===== src/rtl/inst_fetch_mem.sv =====
`default_nettype none
// ============================================================================
// inst_fetch_mem : instruction memory with range-checked, registered fetch
//                  and a runtime program-load write port.
// Revision: 1.0
// ============================================================================
module inst_fetch_mem #(
    parameter int                          DATA_WIDTH = 32,
    parameter int                          DEPTH      = 128,
    parameter int                          ADDR_WIDTH = 7,
    parameter bit                          BYTE_ADDR  = 1'b1,
    parameter logic [DATA_WIDTH-1:0]       NOP_WORD   = '0,
    parameter logic [DEPTH*DATA_WIDTH-1:0] INIT_IMAGE = {DEPTH{NOP_WORD}}
) (
    input  logic                  clk,
    input  logic                  reset,
    input  logic [31:0]           pc,
    input  logic                  fetch_req,
    input  logic                  stall,
    input  logic                  flush,
    input  logic                  load_en,
    input  logic [ADDR_WIDTH-1:0] load_addr,
    input  logic [DATA_WIDTH-1:0] load_data,
    output logic [DATA_WIDTH-1:0] inst,
    output logic                  inst_valid,
    output logic                  fault
);

    localparam int HI_LSB = BYTE_ADDR ? ADDR_WIDTH + 2 : ADDR_WIDTH;

    typedef logic [DATA_WIDTH-1:0] mem_t [DEPTH];

    function automatic mem_t f_init();
        mem_t img;
        for (int i = 0; i < DEPTH; i++) begin
            img[i] = INIT_IMAGE[i*DATA_WIDTH +: DATA_WIDTH];
        end
        return img;
    endfunction

    // Power-up contents come from the build-time image; reset never touches them.
    mem_t mem_q = f_init();

    logic [DATA_WIDTH-1:0] inst_q, inst_d;
    logic                  valid_q, valid_d;
    logic                  fault_q, fault_d;

    logic [ADDR_WIDTH-1:0] fetch_idx;
    logic                  hi_zero;
    logic                  aligned;
    logic                  in_range;
    logic                  fetch_ok;
    logic                  load_ok;
    logic                  bypass;
    logic [DATA_WIDTH-1:0] rd_data;

    generate
        if (BYTE_ADDR) begin : g_byte
            assign fetch_idx = pc[ADDR_WIDTH+1:2];
            assign aligned   = (pc[1:0] == 2'b00);
        end else begin : g_word
            assign fetch_idx = pc[ADDR_WIDTH-1:0];
            assign aligned   = 1'b1;
        end
    endgenerate

    // Upper pc bits must be zero so an oversize pc can never alias a low word.
    assign hi_zero  = ((pc >> HI_LSB) == 32'd0);
    assign in_range = (32'(fetch_idx) < 32'(DEPTH));
    assign fetch_ok = hi_zero & aligned & in_range;
    assign load_ok  = (32'(load_addr) < 32'(DEPTH));
    assign bypass   = load_en & load_ok & (load_addr == fetch_idx);
    assign rd_data  = bypass ? load_data : mem_q[fetch_idx];

    always_ff @(posedge clk) begin
        if (!reset && load_en && load_ok) begin
            mem_q[load_addr] <= load_data;
        end
    end

    always_comb begin
        inst_d  = inst_q;
        valid_d = valid_q;
        fault_d = fault_q;
        if (flush) begin
            inst_d  = NOP_WORD;
            valid_d = 1'b0;
            fault_d = 1'b0;
        end else if (!stall) begin
            if (fetch_req) begin
                inst_d  = fetch_ok ? rd_data : NOP_WORD;
                valid_d = 1'b1;
                fault_d = ~fetch_ok;
            end else begin
                valid_d = 1'b0;
                fault_d = 1'b0;
            end
        end
    end

    always_ff @(posedge clk) begin
        if (reset) begin
            inst_q  <= NOP_WORD;
            valid_q <= 1'b0;
            fault_q <= 1'b0;
        end else begin
            inst_q  <= inst_d;
            valid_q <= valid_d;
            fault_q <= fault_d;
        end
    end

    assign inst       = inst_q;
    assign inst_valid = valid_q;
    assign fault      = fault_q;

endmodule
`default_nettype wire


===== config.mk =====
export PLATFORM = sky130hd
export DESIGN_NAME = inst_fetch_mem
export DESIGN_NICKNAME = d
export VERILOG_FILES = /design/src/rtl/inst_fetch_mem.sv
export SDC_FILE = /design/constraint.sdc
export NUM_CORES = 2
export LEC_CHECK = 0
export ABC_AREA = 1
export BUFFER_PORTS_ARGS = -buffer_cell sky130_fd_sc_hd__buf_2
export CELL_PAD_IN_SITES_DETAIL_PLACEMENT = 1
export CELL_PAD_IN_SITES_GLOBAL_PLACEMENT = 1
export CORE_MARGIN = 1
export CORE_UTILIZATION = 30
export DETAILED_ROUTE_END_ITERATION = 12
export GPL_TIMING_DRIVEN = 0
export PLACE_DENSITY_LB_ADDON = 0.1
export SYNTH_ARGS = -nofsm -noshare
export SYNTH_HDL_FRONTEND = slang
export SYNTH_SLANG_ARGS = --single-unit

===== constraint.sdc =====
create_clock -name clk -period 3.3 [get_ports clk]
set_input_delay 0.495 -clock clk [delete_from_list [all_inputs] [get_ports clk]]
set_output_delay 0.495 -clock clk [all_outputs]
set_load 0.05 [all_outputs]

=== Yosys cells after proc, flatten, opt, wreduce, memory -nomap -nowiden ===
Memory sizes are Yosys's and may differ from the RTL's.
Index checks and enable logic that the tools add are counted.

* Register bits: 34
* Bits in writable memories: 4096
* Memories kept: 1

{| class="wikitable"
|+ Memories
! name !! depth !! width !! rd ports !! clocked after memory_dff !! wr ports !! RTL line !! text
|-
| mem_q || 128 || 32 || 1 || 0 || 1 || 42 || <nowiki>mem_t mem_q = f_init();</nowiki>
|}

* Equality and inequality tests: 1
* Multiplexer cells: 6
* Bitwise logic cells: 4
* Reduce and logical (&&, ||, !) cells: 6

{| class="wikitable"
|+ Operator list
! cell !! number
|-
| two-way mux 32 bit || 2
|-
| logical NOT 32 bit || 1
|-
| equality test 7 bit || 1
|-
| two-way mux 1 bit || 4
|-
| AND 1 bit || 2
|-
| logical NOT 2 bit || 1
|-
| NOT 1 bit || 2
|-
| AND reduction 2 bit || 1
|-
| OR reduction 2 bit || 1
|-
| logical AND 1 bit || 1
|-
| logical NOT 1 bit || 1
|}

=== Depth between registers and ports, before layout ===
* Depth in word-level cells: 4
* Mapped depth: 15

=== Worst setup path after synthesis ===
Ideal clock, no wire load.

* Path type: in2reg
* From: input load_en
* To: memory mem_q[105][0] (netlist bit), enable pin
* Setup time: 421 ps
* Data arrival time: 2627 ps
* Data required time: 2879 ps
* Slack: 252 ps
* Stages on the path: 6
* Path buffers: 2
* Cells stage by stage: inv_1 > nor2_1 > clkbuf_1 > nand2_1 > clkbuf_1 > nor2_1

* Longest elaborated chain between the ends: 3

{| class="wikitable"
|+ RTL lines
! item !! RTL line !! text
|-
| from (decl) || 21 || <nowiki>input logic load_en,</nowiki>
|-
| logical AND 1 bit || 76 || <nowiki>if (!reset && load_en && load_ok) begin</nowiki>
|-
| two-way mux 1 bit || 76 ||
|-
| two-way mux 1 bit (implied by the code) || 77 || <nowiki>mem_q[load_addr] <= load_data;</nowiki>
|-
| to (decl) || 42 ||
|}

No other way between the ends.

=== Worst setup path after layout ===
* From: input pc[4]
* To: register inst_q[13], in the netlist inst[13]

* Longest elaborated chain between the ends: 4

{| class="wikitable"
|+ RTL lines
! item !! RTL line !! text
|-
| from (decl) || 17 || <nowiki>input logic [31:0] pc,</nowiki>
|-
| branches (longest 2 deep; another with memory read (128 x 32 bit)) || - ||
|-
| two-way mux 32 bit (*) || 73 || <nowiki>assign rd_data = bypass ? load_data : mem_q[fetch_idx];</nowiki>
|-
| two-way mux 32 bit (*) || 91 || <nowiki>inst_d = fetch_ok ? rd_data : NOP_WORD;</nowiki>
|-
| to (signal assigned) || 107 || <nowiki>inst_q <= inst_d;</nowiki>
|-
| to (decl) || 44 || <nowiki>logic [DATA_WIDTH-1:0] inst_q, inst_d;</nowiki>
|}

Every way passes the cells marked *.
A chain may end at the register's enable or synchronous reset.

==> summary.md <==
| Metric | Value |
|---|---|
| Finished Layout Cells | 22200 |
| Die width | 745 um |
| Final GP Congestion | 0.952 |
| Post-synth top area cell | edfxtp_1 |
| Root buffer cell | clkbuf_16 |
| Number of synthesized register bits | 4130 |
| Maximum vdd drop | 0.447 mV |
| Power Dens Cells | 595 nW/um^2 |
| Mapped Avg Cell Area | 12.2 sq um |
| Std-Cell Rows | 272 |
| Worst rel slew slack | -10.9% |
| FILL cells | 58400 |
| Pleak | 68.4 nW |
| Violated checks | max-capacitance violations, max-slew violations, negative setup slack |
| Nets | 14600 |
| Num ports | 111 |
| Seq/Total Area, Yosys | 74.6% |
| Clock Latency Late Sink | 1070 ps |
| Die H | 745 um |
| Cells after Synth | 13600 |
| WP buf/inv | 4 |
| Most frequent CP cell | nand3_1 |
| Final Hold Fails | 0 |
| First-pass detailed-route iteration total | 6 |
| CP endpoint kind | register |
| Layout cells sized above 1 | 12.9% |
| CTS tree | done |
| Worst path max stage delay | 660 ps |
| R2R cell count | 10 |
| Post-Syn Area | 166000 sq um |
| Unrepaired setup endpoints after global routing | yes |
| I/O Buffers | 105 |
| Initial Utilization | 30.2% |
| Placed cell count | 21200 |
| Syn nets | 13700 |
| Clock transition at path regs | 60 ps |
| Worst hold margin | 50.7 ps |
| Via count | 121000 |
| Post-DR vias/cell | 5.47 |
| Worst-Margin Slew | 1660 ps |
| Largest net degree at the start of global routing | 89 |
| DRC Markers | 0 |
| Max-cap violations | 3 |
| Critical Path RT | 4280 ps |
| Clock Skew | 38.1 ps |
| Total Power | 0.118 W |
| Slowest CP cell | buf_2 |
| Number of buffers created by CTS | 464 |
| Setup violators final | 161 |
| Initial antenna violation count | 142 |
| Final Critical Period | 3550 ps |
| Initial DRC count | 17000 |
| Most used DFF post-synth | edfxtp_1 |
| WL/cell | 37.1 um |
| Critical path class | in2reg |
| CP top delay family | simple AND/OR/NAND/NOR gates |
| HP Class | in2reg |
| Share of the synthesized area in the top cell type | 74.2% |
| Area Overhead vs Synth | 19.2% |
| Max Transition Viols Final | 22 |
| Hold Crit Depth | 1 |
| Worst EP arrival | 4530 ps |
| Critical path depth | 12 |
| Syn. warnings | 0 |
| Clock Sinks | 4130 |
| Vias in the first global route | 113000 |
| Yosys cell types | 25 |
| Core area | 549000 sq um |
| Total gr overflow | 0 |
| Final WL | 823000 um |
| Post-synth top cells | 4187 x nand2_1, 4096 x edfxtp_1, 4068 x nand3_1 |
| Largest cells by area after synthesis | edfxtp_1 74%, nand3_1 12%, nand2_1 9.5%, buf_2 1.6%, buf_4 0.55% |
| Final WS setup | -250 ps |
| Max clock buf depth | 4 |
| Critical Path Start Type | primary input |
| Post-synth ARST share | 0% |
| Gr usage total | 28.9% |
| Peak Freq | 282 MHz |
| Top-count cell post-synth | nand2_1 |
| Hpwl dp | 597000 um |
| Post-synth EDFFs | 4096 |
| Status | finished with violations |
| Die area | 555000 sq um |
| H-tree levels | 5 |
| Routed Antenna Nets | 0 |
| Worst-path maximum fanout | 10 |
| Tcrit/Tclk final | 108% |
| Worst-path cell chain | buf_4, inv_2, buf_4, buf_2, nand3_1, nand3_1, nand3_1, nand3_1, nand3_1, nand3_1, nand2_1, a21oi_1 |
| Global-route wire length before repair | 1070000 um |
-- cell type report --
| cell class | instances | area (sq um) | area share, % |
|---|---|---|---|
| antenna | 65 | 163 | 0.0824 |
| inverter | 28 | 110 | 0.0557 |
| tap | 7261 | 9080 | 4.60 |
| clock inverter | 228 | 1750 | 0.884 |
| multi-input combinational | 8518 | 38400 | 19.4 |
| buffer | 926 | 5160 | 2.61 |
| sequential | 4130 | 124000 | 62.6 |
| clock buffer | 611 | 12400 | 6.25 |
| timing repair buffer | 418 | 6810 | 3.45 |
-- flip-flops by register name, summed over array words and instances, names as in the netlist --
| name | cells |
|---|---|
| fault | 1 |
| inst | 32 |
| mem_q | 4096 |
| inst_valid | 1 |
-- report_power, final --
group	switching [W]	internal, W
sequential	0.0000241	0.0578
combinational	0.00773	0.00184
clock	0.0222	0.0280
-- worst reg2reg max path: cells and delay by family, from the launching register on --
family	cells	cell delay (ps)
flip-flops	1	330
AND/OR/NAND/NOR	9	2330
AO/OA/AOI/OAI	1	240
-- what timing repair did --
action                     4_1_cts  5_1_grt
setup endpoints to repair      641      381
setup buffers                    7       36
hold endpoints to repair      1569        0
resized for setup              127      116
pin swaps                        4       19
hold buffers                    36        0
-- final timing paths --
path / startpoint / to / slack, ps
hold / removal: load_data[0] / mem_q[104][0]$_DFFE_PP_ / 50
hold reg to reg: inst[6]$_SDFFE_PP0P_ / inst[6]$_SDFFE_PP0P_ / 470
setup reg to reg: mem_q[63][13]$_DFFE_PP_ / inst[13]$_SDFFE_PP0P_ / 330
setup / recovery: pc[4] / inst[13]$_SDFFE_PP0P_ / -250
-- routing by layer --
| layer | global-route usage (%) | vias to the layer above | part of all wire [%] | wire length (um) |
|---|---|---|---|---|
| met5 | 1.07 | - | 0.12 | 948 |
| met4 | 9.43 | 26 | 3.6 | 29800 |
| met3 | 7.27 | 1024 | 9.7 | 79500 |
| met2 | 41.9 | 5708 | 42 | 347000 |
| met1 | 42.0 | 63800 | 44 | 365000 |
| li1 | - | 50700 | - | - |
-- stage by stage --
step | setup TNS (ps) | setup WS [ps] | utilization [%] | cell area (sq um)
2_1_floorplan | 0 | 252 | - | 166000
3_3_place_gp | - | -5160 | 31.9 | 175000
3_5_place_dp | -3284340 | -2730 | 33.1 | 182000
4_1_cts | -1630 | -174 | 35.8 | 197000
5_1_grt | -112 | -14.9 | 35.9 | 197000
6_report | -11770 | -250 | 36.0 | 198000
-- placed cells by master (no fill, tap or decap), types with 6 or more instances in the layout --
cell type           n
clkinv_1          111
buf_4             173
a21oi_1            35
diode_2            65
nand3_1          4022
nor2_1             75
dlygate4sd3_1      36
buf_1              65
inv_6              12
clkbuf_1          237
clkinv_8            6
clkbuf_2           66
nand2_1          4184
bufinv_16          24
clkbuf_4           19
buf_2             552
clkbuf_16         471
clkinv_2           70
buf_16             62
buf_8               7
edfxtp_1         4096
nor3_1              9
dfxtp_1            34
clkdlybuf4s15_2    10
nand3_2            41
nor2_4            128
inv_1              23
buf_6              58
buf_12            192
-- logic make-up (layout without fill, tap and decap cells) --
group	after synthesis	after routing	synth area share, %
AND/OR/NAND/NOR	8476	8476	22.3
flip-flops	4130	4130	74.6
buffers and inverters	954	2211	2.92
AO/OA/AOI/OAI	40	40	0.127
XOR/XNOR	2	2	0.0106
other	0	65	0
Power figures use the tool's default switching activity.
